--- config.mk ---
export PLATFORM = sky130hd
export DESIGN_NAME = inference_sequencer
export DESIGN_NICKNAME = d
export VERILOG_FILES = /design/src/rtl/inference_sequencer_pkg.sv /design/src/rtl/inference_seq_pingpong_buffer.sv /design/src/rtl/inference_sequencer.sv
export SDC_FILE = /design/constraint.sdc
export NUM_CORES = 1
export LEC_CHECK = 0
export CORE_UTILIZATION = 45
export DETAILED_ROUTE_END_ITERATION = 7
export GPL_ROUTABILITY_DRIVEN = 0
export PLACE_DENSITY = 0.67
export SETUP_SLACK_MARGIN = 0.02
export SYNTH_ARGS = -nofsm -noshare
export SYNTH_HDL_FRONTEND = slang
export SYNTH_SLANG_ARGS = --single-unit
--- constraint.sdc ---
create_clock -name clk -period 8.1 [get_ports clk]
set_clock_uncertainty 0.2 [all_clocks]
set_input_delay 1.215 -clock clk [delete_from_list [all_inputs] [get_ports clk]]
set_output_delay 1.215 -clock clk [all_outputs]
set_load 0.01 [all_outputs]
--- src/rtl/inference_sequencer_pkg.sv ---
// Shared types and helpers for the inference sequencer front end.
// Optional feature macro used by the top: INFERENCE_SEQ_PERF_EN.
package inference_sequencer_pkg;

  typedef enum logic {
    ST_IDLE   = 1'b0,
    ST_STREAM = 1'b1
  } stream_state_t;

  localparam int TAG_WIDTH = 4;
  // Widest result word the helpers accept; callers zero-extend into it.
  localparam int RES_MAX_W = 64;

  function automatic logic res_valid_flag(input logic [RES_MAX_W:0] word, input int unsigned dw);
    return |(word & ((RES_MAX_W+1)'(1) << dw));
  endfunction

  function automatic logic [RES_MAX_W:0] res_class(input logic [RES_MAX_W:0] word, input int unsigned dw);
    return word & ~({(RES_MAX_W+1){1'b1}} << dw);
  endfunction

endpackage

--- src/rtl/inference_seq_pingpong_buffer.sv ---
// Two-bank feature store: host fills one bank while the other is streamed out.
// Bank-full flags gate both the write side and the stream start.
module inference_seq_pingpong_buffer #(
  parameter int DATA_WIDTH     = 32,
  parameter int FEATURE_AMOUNT = 4,
  parameter int IDX_W          = 2
) (
  input  logic                  clk,
  input  logic                  rst_n,
  input  logic                  i_wr_en,
  input  logic [DATA_WIDTH-1:0] i_wr_value,
  output logic                  o_wr_ready,
  input  logic [IDX_W-1:0]      i_rd_idx,
  input  logic                  i_rd_done,
  output logic                  o_rd_full,
  output logic [DATA_WIDTH-1:0] o_rd_value
);

  localparam logic [IDX_W-1:0] LAST_IDX = IDX_W'(FEATURE_AMOUNT - 1);

  logic [DATA_WIDTH-1:0] r_buf [2][FEATURE_AMOUNT];
  logic [1:0]            r_full;
  logic                  r_wr_bank;
  logic                  r_rd_bank;
  logic [IDX_W-1:0]      r_wr_idx;
  logic                  r_wr_ready;

  logic                  w_wr_fire;
  logic [1:0]            w_full_nxt;
  logic                  w_wr_bank_nxt;
  logic                  w_rd_bank_nxt;
  logic [IDX_W-1:0]      w_wr_idx_nxt;

  assign w_wr_fire  = i_wr_en && !r_full[r_wr_bank];
  assign o_wr_ready = r_wr_ready;
  assign o_rd_full  = r_full[r_rd_bank];
  assign o_rd_value = r_buf[r_rd_bank][i_rd_idx];

  // Next pointers and flags; write and read banks never coincide while both are active.
  always_comb begin
    w_full_nxt    = r_full;
    w_wr_bank_nxt = r_wr_bank;
    w_rd_bank_nxt = r_rd_bank;
    w_wr_idx_nxt  = r_wr_idx;
    if (w_wr_fire) begin
      if (r_wr_idx == LAST_IDX) begin
        w_wr_idx_nxt          = {IDX_W{1'b0}};
        w_full_nxt[r_wr_bank] = 1'b1;
        w_wr_bank_nxt         = ~r_wr_bank;
      end else begin
        w_wr_idx_nxt = r_wr_idx + IDX_W'(1);
      end
    end else begin
      w_wr_idx_nxt = r_wr_idx;
    end
    if (i_rd_done) begin
      w_full_nxt[r_rd_bank] = 1'b0;
      w_rd_bank_nxt         = ~r_rd_bank;
    end else begin
      w_rd_bank_nxt = r_rd_bank;
    end
  end

  // Control state; host_ready is registered from the next-state flags.
  always_ff @(posedge clk) begin
    if (!rst_n) begin
      r_full     <= 2'b00;
      r_wr_bank  <= 1'b0;
      r_rd_bank  <= 1'b0;
      r_wr_idx   <= {IDX_W{1'b0}};
      r_wr_ready <= 1'b1;
    end else begin
      r_full     <= w_full_nxt;
      r_wr_bank  <= w_wr_bank_nxt;
      r_rd_bank  <= w_rd_bank_nxt;
      r_wr_idx   <= w_wr_idx_nxt;
      r_wr_ready <= !w_full_nxt[w_wr_bank_nxt];
    end
  end

  // Data storage needs no reset: contents are only read behind a full flag.
  always_ff @(posedge clk) begin
    if (w_wr_fire) begin
      r_buf[r_wr_bank][r_wr_idx] <= i_wr_value;
    end
  end

endmodule

--- src/rtl/inference_sequencer.sv ---
// Feeds buffered feature vectors to layer 1 in bursts under an in-flight credit
// limit and tags returning argmax results. Macro INFERENCE_SEQ_PERF_EN adds latency_cycles.
module inference_sequencer
  import inference_sequencer_pkg::*;
#(
  parameter int DATA_WIDTH     = 32,
  parameter int FEATURE_AMOUNT = 4,
  parameter int MAX_IN_FLIGHT  = 4
) (
  input  logic                  clk,
  input  logic                  rst_n,
  input  logic [DATA_WIDTH-1:0] host_value,
  input  logic                  host_valid,
  output logic                  host_ready,
  output logic [DATA_WIDTH-1:0] output_index,
  output logic [DATA_WIDTH-1:0] output_value,
  output logic                  output_enable,
  input  logic [DATA_WIDTH:0]   input_result,
  output logic [DATA_WIDTH-1:0] result_class,
  output logic [TAG_WIDTH-1:0]  result_tag,
  output logic                  result_valid,
  output logic [3:0]            in_flight,
  output logic                  error
`ifdef INFERENCE_SEQ_PERF_EN
  ,output logic [15:0]          latency_cycles
`endif
);

  localparam int IDX_W = (FEATURE_AMOUNT > 1) ? $clog2(FEATURE_AMOUNT) : 1;
  localparam logic [IDX_W-1:0] LAST_IDX = IDX_W'(FEATURE_AMOUNT - 1);

  stream_state_t         r_state;
  logic [IDX_W-1:0]      r_rd_idx;
  logic [DATA_WIDTH-1:0] r_out_index;
  logic [DATA_WIDTH-1:0] r_out_value;
  logic                  r_out_enable;
  logic [DATA_WIDTH-1:0] r_res_class;
  logic [TAG_WIDTH-1:0]  r_res_tag;
  logic [TAG_WIDTH-1:0]  r_ret_tag;
  logic                  r_res_valid;
  logic [3:0]            r_in_flight;
  logic                  r_error;

  stream_state_t         w_state_nxt;
  logic                  w_emit;
  logic                  w_last;
  logic [IDX_W-1:0]      w_emit_idx;
  logic [IDX_W-1:0]      w_rd_idx_nxt;
  logic                  w_rd_full;
  logic [DATA_WIDTH-1:0] w_rd_value;
  logic                  w_start;
  logic [RES_MAX_W:0]    w_res_word;
  logic                  w_res_v;
  logic                  w_retire;
  logic [3:0]            w_in_flight_nxt;

  inference_seq_pingpong_buffer #(
    .DATA_WIDTH    (DATA_WIDTH),
    .FEATURE_AMOUNT(FEATURE_AMOUNT),
    .IDX_W         (IDX_W)
  ) u_buf (
    .clk       (clk),
    .rst_n     (rst_n),
    .i_wr_en   (host_valid),
    .i_wr_value(host_value),
    .o_wr_ready(host_ready),
    .i_rd_idx  (w_emit_idx),
    .i_rd_done (w_last),
    .o_rd_full (w_rd_full),
    .o_rd_value(w_rd_value)
  );

  assign w_start    = w_rd_full && (r_in_flight < 4'(MAX_IN_FLIGHT));
  assign w_res_word = (RES_MAX_W+1)'(input_result);
  assign w_res_v    = res_valid_flag(w_res_word, DATA_WIDTH);
  assign w_retire   = w_res_v && (r_in_flight != 4'd0);

  // Index 0 is emitted straight from IDLE, so a ready sample that follows a
  // finished burst continues with no gap.
  always_comb begin
    w_state_nxt  = r_state;
    w_emit       = 1'b0;
    w_emit_idx   = r_rd_idx;
    w_rd_idx_nxt = r_rd_idx;
    w_last       = 1'b0;
    case (r_state)
      ST_IDLE: begin
        if (w_start) begin
          w_emit     = 1'b1;
          w_emit_idx = {IDX_W{1'b0}};
        end else begin
          w_emit = 1'b0;
        end
      end
      ST_STREAM: begin
        w_emit     = 1'b1;
        w_emit_idx = r_rd_idx;
      end
      default: w_state_nxt = ST_IDLE;
    endcase
    w_last = w_emit && (w_emit_idx == LAST_IDX);
    if (w_last) begin
      w_state_nxt  = ST_IDLE;
      w_rd_idx_nxt = {IDX_W{1'b0}};
    end else if (w_emit) begin
      w_state_nxt  = ST_STREAM;
      w_rd_idx_nxt = w_emit_idx + IDX_W'(1);
    end else begin
      w_state_nxt = ST_IDLE;
    end
  end

  // Credit count: a simultaneous issue and retire leaves it unchanged.
  always_comb begin
    w_in_flight_nxt = r_in_flight;
    case ({w_last, w_retire})
      2'b10:   w_in_flight_nxt = r_in_flight + 4'd1;
      2'b01:   w_in_flight_nxt = r_in_flight - 4'd1;
      default: w_in_flight_nxt = r_in_flight;
    endcase
  end

  // Stream outputs, result port and error flag.
  always_ff @(posedge clk) begin
    if (!rst_n) begin
      r_state      <= ST_IDLE;
      r_rd_idx     <= {IDX_W{1'b0}};
      r_out_index  <= {DATA_WIDTH{1'b0}};
      r_out_value  <= {DATA_WIDTH{1'b0}};
      r_out_enable <= 1'b0;
      r_res_class  <= {DATA_WIDTH{1'b0}};
      r_res_tag    <= {TAG_WIDTH{1'b0}};
      r_ret_tag    <= {TAG_WIDTH{1'b0}};
      r_res_valid  <= 1'b0;
      r_in_flight  <= 4'd0;
      r_error      <= 1'b0;
    end else begin
      r_state      <= w_state_nxt;
      r_rd_idx     <= w_rd_idx_nxt;
      r_out_enable <= w_emit;
      if (w_emit) begin
        r_out_index <= DATA_WIDTH'(w_emit_idx);
        r_out_value <= w_rd_value;
      end
      r_res_valid <= w_retire;
      if (w_retire) begin
        r_res_class <= DATA_WIDTH'(res_class(w_res_word, DATA_WIDTH));
        r_res_tag   <= r_ret_tag;
        r_ret_tag   <= r_ret_tag + TAG_WIDTH'(1);
      end
      r_in_flight <= w_in_flight_nxt;
      if (w_res_v && (r_in_flight == 4'd0)) begin
        r_error <= 1'b1;
      end
    end
  end

  assign output_index  = r_out_index;
  assign output_value  = r_out_value;
  assign output_enable = r_out_enable;
  assign result_class  = r_res_class;
  assign result_tag    = r_res_tag;
  assign result_valid  = r_res_valid;
  assign in_flight     = r_in_flight;
  assign error         = r_error;

`ifdef INFERENCE_SEQ_PERF_EN
  localparam int PTR_W = (MAX_IN_FLIGHT > 1) ? $clog2(MAX_IN_FLIGHT) : 1;

  logic [15:0]              r_cyc;
  logic [15:0]              r_latency;
  logic [15:0]              r_stamp [MAX_IN_FLIGHT];
  logic [MAX_IN_FLIGHT-1:0] r_ovf;
  logic [PTR_W-1:0]         r_wp;
  logic [PTR_W-1:0]         r_rp;
  logic                     w_push;
  logic [15:0]              w_age;

  assign w_push = w_emit && (w_emit_idx == {IDX_W{1'b0}});
  assign w_age  = r_cyc - r_stamp[r_rp];

  // Timestamp FIFO; an entry whose age passes 16 bits is flagged to saturate.
  always_ff @(posedge clk) begin
    if (!rst_n) begin
      r_cyc     <= 16'd0;
      r_latency <= 16'd0;
      r_ovf     <= {MAX_IN_FLIGHT{1'b0}};
      r_wp      <= {PTR_W{1'b0}};
      r_rp      <= {PTR_W{1'b0}};
      for (int i = 0; i < MAX_IN_FLIGHT; i++) r_stamp[i] <= 16'd0;
    end else begin
      r_cyc <= r_cyc + 16'd1;
      for (int i = 0; i < MAX_IN_FLIGHT; i++) begin
        if (r_cyc + 16'd1 == r_stamp[i]) r_ovf[i] <= 1'b1;
      end
      if (w_push) begin
        r_stamp[r_wp] <= r_cyc;
        r_ovf[r_wp]   <= 1'b0;
        r_wp          <= (r_wp == PTR_W'(MAX_IN_FLIGHT - 1)) ? {PTR_W{1'b0}} : r_wp + PTR_W'(1);
      end
      if (w_retire) begin
        r_latency <= r_ovf[r_rp] ? 16'hFFFF : w_age;
        r_rp      <= (r_rp == PTR_W'(MAX_IN_FLIGHT - 1)) ? {PTR_W{1'b0}} : r_rp + PTR_W'(1);
      end
    end
  end

  assign latency_cycles = r_latency;
`endif

endmodule

==> flow_summary.toml, run 1 <==
[placement]
io_buffers = 145
pre_cts_ws_ns = 3.912
dp_hpwl_mm = 16.70

[worst_setup_path]
critPathLaunch = "rst_n"
worstSetupEndpointType = "register"
crit_buf_inv = 2
worstPathRequired_ns = 8.30
critPathLaunchType = "primary input"
cp_slowest_cell = "inv_2"
crit_family = "buffers and inverters"
path_cells = "clkdlybuf4s50_1, inv_2, a21o_2, a2111oi_0, a211o_1"
path_max_fanout = 58
cp_data_arrival_time_ns = 3.91
cpPeakStageDelay_ns = 0.80
worstSetupPathType = "in -> reg"

[sta]
setup_tns_ns = 0
setup_ws_ns = 4.394
setup_viol = 0
finalCriticalPeriod_ns = 3.706
hold_viol = 0
slew_headroom_pct = 24.08
fmax_ghz = 0.2699
fin_crit_sh_pct = 45.75
drv_slew = 0
tightestPinTransition_ns = 1.136
rsz0062_at_grt = "false"

[clock_network]
clockRootBuffer = "clkbuf_16"
cts_buffers = 37
cts_tree = "done"
post-cts-setup-buffer-count = 0
clk_pin_slew_ns = 0.06
clk_latency_ns = 0.51
clk_path_buf_depth = 3
holdBufCountCts = 0
ctsHtreeMaxLevel = 2
ctsResizeCount = 0
cts.sinks = 348

[yosys]
ys_warn_count = 0
syn_area_per_cell_sq_um = 13.30
ys_ff_latch = 348
syn-instance-count = 1060
ys.flop_type = "edfxtp_1"
yosysSeqAreaShare_pct = 67.58
synth_edf_count = 256
syn-cell-area_sq_um = 14100
yosysUniqueCellTypes = 50
synthArstFlopShare_pct = 0

[finish]
regArea_sq_um = 9534
utilization_pct = 55.19
final_nets = 1255
multi_input_area_sq_um = 4146
final_cell_mix = "256 x edfxtp_1, 145 x clkdlybuf4s50_1, 115 x nand2_1, 90 x dfxtp_1, 81 x nor2_1"
synthToLayoutAreaGrowth_pct = 20.36
fillers = 2493
diodes = 0
layout_commonest_cell = "edfxtp_1"
drive_gt1_share_pct = 12.67

[global_route]
antenna_found_initial = 1
grt_pass1_vias = 9096
grt_usage_pct = 20.64
grt_max_degree = 95
overflow = 0
grt_pass1_wl_mm = 50.20

[floorplanning]
dieArea_sq_um = 32050
die_height_um = 179.0
pin_count = 176
core_sq_um = 30750
rows = 64
start_util_pct = 45.86
die_x_um = 179.0

[worst_hold_path]
hp-start = "result_class[25]"
hold_class = "reg -> reg"

[status]
violations = "DRC"
status = "finished, violations left"

[route]
drt_iter0_drc = 798
drc_errors = 22
dr.pass1.iters = 7
wl_per_cell_um = 20.29
vias_per_cell = 5.614
routed_wl_mm = 32.54
detail-route-antenna-nets = 0
dr_total_vias = 9005

[pwr]
power_switching_mw = 0.7962
p_leak_nw = 6.037
power_mw = 3.865
p_clk_share_pct = 44.4
p_comb_share_pct = 4.6
power.share.sequential_pct = 51.0
ir_worst_vdd_uv = 147.5
switching_share_pct = 20.60
intPower_mw = 3.069
p_per_area_nw_per_um2 = 227.7

[run]
max_cap_violations = 0
[final timing paths]
kind / endpoint / slack, ns / cells after the start
worst max register to register: output_value[16] / 4.62 / 5
worst max-delay path: output_value[22] / 4.39 / 5
worst min register to register: result_class[25] / 0.25 / 2
worst min-delay path: result_class[25] / 0.25 / 2
[layer usage]
layer | GRT usage [%] | wire length [um] | up-vias
li1 | - | - | 4224
met3 | 5.047 | 2191 | 51
met2 | 34.67 | 15580 | 295
met1 | 26.53 | 14130 | 4433
met4 | 5.579 | 626 | 2
met5 | 0 | 12 | -
[tightest hold or removal path, delay by kind of cell (launching register included)]
family	cells	cell delay, ns
flip-flops	1	0.31
AND/OR/NAND/NOR	1	0.05
AO/OA/AOI/OAI	1	0.05
[synth_stat cells (5+ instances only)]
cell | n | area share [%]
a2111oi_0 | 29 | 1.8
a211o_1 | 33 | 2.0
a21oi_1 | 47 | 1.7
a311oi_1 | 32 | 2.0
and2_1 | 9 | 0.40
buf_1 | 6 | 0.16
buf_2 | 11 | 0.39
buf_4 | 32 | 1.7
clkbuf_1 | 53 | 1.4
dfxtp_1 | 92 | 13
edfxtp_1 | 256 | 55
ha_1 | 8 | 0.71
inv_1 | 5 | 0.13
mux2_2 | 62 | 5.0
mux2i_1 | 36 | 2.6
nand2_1 | 115 | 3.1
nand3_1 | 35 | 1.2
nor2_1 | 82 | 2.2
nor3_1 | 5 | 0.18
o22ai_1 | 64 | 2.8
[sequential cells by signal, indices dropped and copies added (netlist names), 2 cells and up, named ones only]
| signal | cells |
|---|---|
| u_buf.r_full | 2 |
| result_class | 32 |
| result_tag | 4 |
| in_flight | 4 |
| r_rd_idx | 2 |
| u_buf.r_buf | 256 |
| output_index | 2 |
| output_value | 32 |
| u_buf.r_wr_idx | 2 |
| r_ret_tag | 4 |
[area by class of cell]
| cell class | count | area share (%) |
|---|---|---|
| Inverter | 6 | 0.1327 |
| Clock buffer | 54 | 6.259 |
| Sequential cell | 348 | 56.18 |
| Timing Repair Buffer | 156 | 9.039 |
| Tap cell | 396 | 2.919 |
| Multi-Input combinational cell | 630 | 24.43 |
| Clock inverter | 14 | 1.040 |
[power groups by stage]
stage	clock, mW	combinational (mW)	sequential (mW)
floorplan	0	0.0933	2.01
global placement	0	0.174	2.01
detailed placement	0	0.179	2.01
CTS	1.74	0.180	1.97
global route	1.81	0.195	1.97
finish	1.72	0.179	1.97
[logic make-up (layout without fill, tap and decap cells)]
kind of cell,count (synthesis),after routing,synth area share [%]
AO/OA/AOI/OAI,222,222,11.57
XOR/XNOR,6,6,0.3727
multiplexers,101,101,7.826
flip-flops,348,348,67.58
other,1,30,0.02659
adder cells (fa/ha/maj),8,8,0.7099
buffers and inverters,111,230,4.064
AND/OR/NAND/NOR,263,263,7.853
[metrics by stage]
stage               cells  cell area (sq um)  hold WS, ns
detailed placement   1536              15730       0.2459
global placement     1536              15730       0.2408
finish               1604              16970       0.2513
floorplan            1089              14210       0.2436
global route         1604              16970       0.2811
CTS                  1604              16970       0.2540
Note: power is estimated with default switching activity, not from simulation.
==> inputs of run 2 (changes only) <==
- clock period: 8.1 -> 3.6 ns (I/O delays scaled with it)
==> run 2 against run 1 <==
  * The flow still finishes with violations (DRC)
  * First-iteration DRC count fell by 21%
  * Critical path depth up 7
  * Global-route usage shrank 0.11 points
  * Sequential share of layout area down 0.72 points
  * Sequential power rose by 120%
  * Flip-flop and latch count is the same
  * Utilization is 0.73 points higher
  * Count of clock-buffer cells in the layout decreased by 5
  * Routed wire length fell by 0.40%
==> flow_summary.toml, run 2 (synthesized netlist as in run 1, its figures left out) <==
[clock_network]
holdBufCountCts = 0
ctsHtreeMaxLevel = 2
clockRootBuffer = "clkbuf_16"
clk_pin_slew_ns = 0.06
cts.sinks = 348
clk_path_buf_depth = 3
clk_latency_ns = 0.52
cts_tree = "done"
cts_buffers = 38

[pwr]
p_leak_nw = 6.150
ir_worst_vdd_uv = 336.8
p_per_area_nw_per_um2 = 496.0

[worst_setup_path]
path_cells = "or2_1, or3_2, and2_1, ha_1, o211ai_4, nand2_1, xnor2_1, ha_1, a21oi_1, a21boi_0, or4_1, a21oi_1"
crit_family = "simple AND/OR/NAND/NOR gates"
worstSetupEndpointType = "register"
crit_buf_inv = 0
cp_data_arrival_time_ns = 3.51
worstSetupPathType = "reg -> reg"
worstPathRequired_ns = 3.85
cpPeakStageDelay_ns = 0.48
cp_slowest_cell = "or4_1"
path_max_fanout = 10
critPathLaunchType = "register"

[finish]
drive_gt1_share_pct = 14.00
fillers = 2522
largest_reg_flops = 256
layout_commonest_cell = "edfxtp_1"
multi_input_area_sq_um = 4155
diodes = 0
utilization_pct = 55.92
final_nets = 1276
final_cell_mix = "256 x edfxtp_1, 145 x clkdlybuf4s50_1, 115 x nand2_1, 89 x dfxtp_1, 81 x nor2_1"
top_register = "u_buf.r_buf"
synthToLayoutAreaGrowth_pct = 21.94
regArea_sq_um = 9535

[sta]
hold_viol = 0
drv_slew = 0
slew_headroom_pct = 35.09
fmax_ghz = 0.3071
setup_tns_ns = 0
finalCriticalPeriod_ns = 3.257
fin_crit_sh_pct = 90.46
tightestPinTransition_ns = 0.9737
rsz0062_at_grt = "false"
setup_viol = 0

[floorplanning]
die_x_um = 179.0
dieArea_sq_um = 32050
rows = 64
die_height_um = 179.0
pin_count = 176
core_sq_um = 30750
start_util_pct = 45.86

[route]
dr.pass1.iters = 7
wl_met1_mm = 14.27
drt_iter0_drc = 627
top_layer = "met5"
drc_errors = 25
wl_per_cell_um = 19.95
vias_per_cell = 5.583
route.met3.wl_mm = 2.241
detail-route-antenna-nets = 0
dr_total_vias = 9073
routed_wl_mm = 32.41
dr_wl_met2_mm = 15.28

[global_route]
grt_pass1_vias = 9099
overflow = 0
antenna_found_initial = 1
grt_max_degree = 77
grt_usage_pct = 20.54
grt_pass1_wl_mm = 50.24

[status]
status = "finished, violations left"
violations = "DRC"

[run]
max_cap_violations = 0

[placement]
io_buffers = 145
dp_hpwl_mm = 17.82

[worst_hold_path]
hold_class = "reg -> reg"
==> run 2: cell types whose count changed in the layout (fill, tap and decap cells not counted), moves of 2 or more <==
cell       before  now
clkinv_2        4    7
clkbuf_8        3    1
buf_12          0    9
clkbuf_1       12    9
clkinv_8        0    2
clkinv_1        3    8
bufinv_16       4    2
buf_4          11   22
==> run 2: what timing repair did <==
item / in CTS / in global routing
endpoints found under the setup margin: 0 / 1
resized for setup: 0 / 1
setup buffers: 0 / 0
==> run 2: through the flow <==
stage	hold slack (ns)	worst slack [ns]	cell area (sq um)	std cells	total power [mW]
2_1_floorplan	0.2436	0.04158	14220	1089	4.726
3_3_place_gp	0.2402	0.4334	16000	1556	4.926
3_5_place_dp	0.2457	0.3479	16000	1556	4.936
4_1_cts	0.2526	0.3153	17190	1625	8.604
5_1_grt	0.2667	0.06656	17200	1625	8.803
6_report	0.2515	0.3434	17200	1625	8.530
==> run 2: area by class of cell <==
type / instances / share of cell area (%)
Multi-Input combinational cell: 630 / 24.17
Sequential cell: 348 / 55.45
Clock buffer: 49 / 5.952
Timing Repair Buffer: 176 / 10.45
Tap cell: 396 / 2.881
Clock inverter: 20 / 0.9678
Inverter: 6 / 0.1310
==> run 2: power breakdown <==
part / internal, mW / leakage [nW] / total, mW / switching, mW
combinational: 0.186 / 2.50 / 0.419 / 0.233
clock: 2.16 / 0.585 / 3.68 / 1.52
sequential: 4.39 / 3.07 / 4.43 / 0.0442
==> run 2: path summary, 6_finish.rpt <==
kind,start,end,slack [ns],cells after the start
min reg2reg,result_class[1],result_class[1],0.25,2
min,result_class[1],result_class[1],0.25,2
max reg2reg,in_flight[3],in_flight[2],0.34,12
max,in_flight[3],in_flight[2],0.34,12
==> run 2: worst register-to-register path, stage by stage (launching register included) <==
cell and delay [ns]:
dfxtp_1 0.37, or2_1 0.28, or3_2 0.43, and2_1 0.17
ha_1 0.27, o211ai_4 0.18, nand2_1 0.12, xnor2_1 0.17
ha_1 0.17, a21oi_1 0.05, a21boi_0 0.15, or4_1 0.48
a21oi_1 0.14
==> run 2: per-layer routing <==
metal	global-route usage, %	vias to the layer above
met4	5.544	2
met5	0	-
met3	4.835	47
met1	27.06	4484
li1	-	4263
met2	33.86	277
==> inputs of run 3 (changes only) <==
- CORE_MARGIN: not set -> 1.5
- PLACE_DENSITY: 0.67 -> 0.71
==> run 3 against run 2 <==
  * The run still ends with DRC left
  * Non-clock buffer count up 1
  * Combinational power about the same
  * Final cell count up 0.18%
  * Worst setup slack better by 0.014 ns
  * Sequential power about the same
  * Fmax up 0.44%
  * Total power up 3.6%
  * Routed wire length up 2.8%
  * Flip-flop and latch count unchanged
  * Critical endpoint unchanged
==> flow_summary.toml, run 3 (synthesized netlist as in run 1, its figures left out) <==
[pwr]
power.share.sequential_pct = 50.2
switching_share_pct = 20.73
p_leak_nw = 6.213
p_comb_share_pct = 4.8
p_clk_share_pct = 45.1
intPower_mw = 7.006
p_per_area_nw_per_um2 = 510.6
ir_worst_vdd_uv = 378.3
power_switching_mw = 1.832

[worst_setup_path]
worstSetupPathType = "reg -> reg"
worstSetupEndpointType = "register"
worstPathRequired_ns = 3.86
critPathLaunchType = "register"
cp_data_arrival_time_ns = 3.50
path_max_fanout = 10

[status]
status = "finished, violations left"
violations = "DRC"

[route]
drc_errors = 16
dr_total_vias = 9384
detail-route-antenna-nets = 0
routed_wl_mm = 33.33
drt_iter0_drc = 739
dr.pass1.iters = 8
vias_per_cell = 5.764
wl_per_cell_um = 20.47

[placement]
io_buffers = 145
dp_hpwl_mm = 18.47

[finish]
largest_reg_flops = 256
utilization_pct = 56.28
top_register = "u_buf.r_buf"
final_nets = 1277
synthToLayoutAreaGrowth_pct = 22.73
drive_gt1_share_pct = 14.62
layout_commonest_cell = "edfxtp_1"
final_cell_mix = "256 x edfxtp_1, 145 x clkdlybuf4s50_1, 115 x nand2_1, 90 x dfxtp_1, 81 x nor2_1"

[global_route]
antenna_found_initial = 1
grt_usage_pct = 20.45
grt_pass1_wl_mm = 52.19
grt_pass1_vias = 9594
overflow = 0
grt_max_degree = 67

[floorplanning]
core_sq_um = 30750
die_height_um = 180.0
start_util_pct = 45.86
die_x_um = 180.0
dieArea_sq_um = 32410
pin_count = 176
rows = 64

[clock_network]
cts_tree = "done"
clk_latency_ns = 0.53
clockRootBuffer = "clkbuf_16"
holdBufCountCts = 0
ctsHtreeMaxLevel = 2
ctsResizeCount = 0
clk_pin_slew_ns = 0.06
post-cts-setup-buffer-count = 0
clk_path_buf_depth = 3
cts_buffers = 38
cts.sinks = 348

[sta]
setup_tns_ns = 0
finalCriticalPeriod_ns = 3.242
slew_headroom_pct = 33.98
hold_viol = 0
drv_slew = 0
fmax_ghz = 0.3084
setup_viol = 0
fin_crit_sh_pct = 90.07
rsz0062_at_grt = "false"
tightestPinTransition_ns = 0.9903

[worst_hold_path]
hold_class = "reg -> reg"

[run]
max_cap_violations = 0
run 3: changes by cell type in the layout (fill, tap and decap cells not counted), moves of 2 or more:
cell / previous run / this run
clkbuf_1: 9 / 6
bufinv_16: 2 / 4
clkbuf_8: 1 / 7
clkinv_8: 2 / 0
clkinv_1: 8 / 3
buf_4: 22 / 24
run 3: layout make-up:
type                            instances  area [sq um]
Antenna cell                            1         2.502
Clock buffer                           52          1095
Clock inverter                         18         211.5
Fill cell                            2463         13440
Inverter                                6         22.52
Multi-Input combinational cell        630          4154
Sequential cell                       348          9534
Tap cell                              396         495.5
Timing Repair Buffer                  177          1792
run 3: worst paths after layout:
check	from	end	slack, ns	cells past startpoint
hold / removal	result_class[24]	result_class[24]	0.25	2
setup / recovery	u_buf.r_full[0]	in_flight[2]	0.36	12
setup reg to reg	u_buf.r_full[0]	in_flight[2]	0.36	12
hold reg to reg	result_class[24]	result_class[24]	0.25	2
run 3: layer usage:
layer  share of wire (%)  vias up  routed length, um  GRT usage (%)
met5                   0        -                  0              0
met4                 2.4        0                788          6.622
met3                 8.4       66               2798          4.810
met2                  49      426              16170          35.36
met1                  41     4621              13570          25.37
li1                    -     4271                  -              -
run 3: power by group through the flow:
stage	combinational [mW]	sequential, mW	clock (mW)
after global routing	0.454	4.44	4.20
after detailed placement	0.421	4.52	0
after CTS	0.423	4.43	4.05
final	0.421	4.43	3.98
after global placement	0.410	4.51	0
after floorplan	0.210	4.52	0
run 3: worst max-delay path: stages, from the launching register on:
cell      delay, ns
dfxtp_1        0.42
mux2i_1        0.17
or3_2          0.48
and2_1         0.17
ha_1           0.27
o211ai_4       0.17
nand2_1        0.11
xnor2_1        0.17
ha_1           0.16
a21oi_1        0.05
a21boi_0       0.15
or4_1          0.49
a21oi_1        0.14
run 3: stage by stage:
step | setup slack [ns] | hold WS (ns) | total power, mW | area (sq um) | cells
floorplan | 0.04158 | 0.2436 | 4.726 | 14220 | 1089
global placement | 0.4129 | 0.2407 | 4.924 | 16000 | 1557
detailed placement | 0.3870 | 0.2484 | 4.938 | 16000 | 1557
CTS | 0.3559 | 0.2560 | 8.908 | 17300 | 1627
global route | 0.1244 | 0.2735 | 9.099 | 17300 | 1627
finish | 0.3576 | 0.2547 | 8.837 | 17310 | 1628
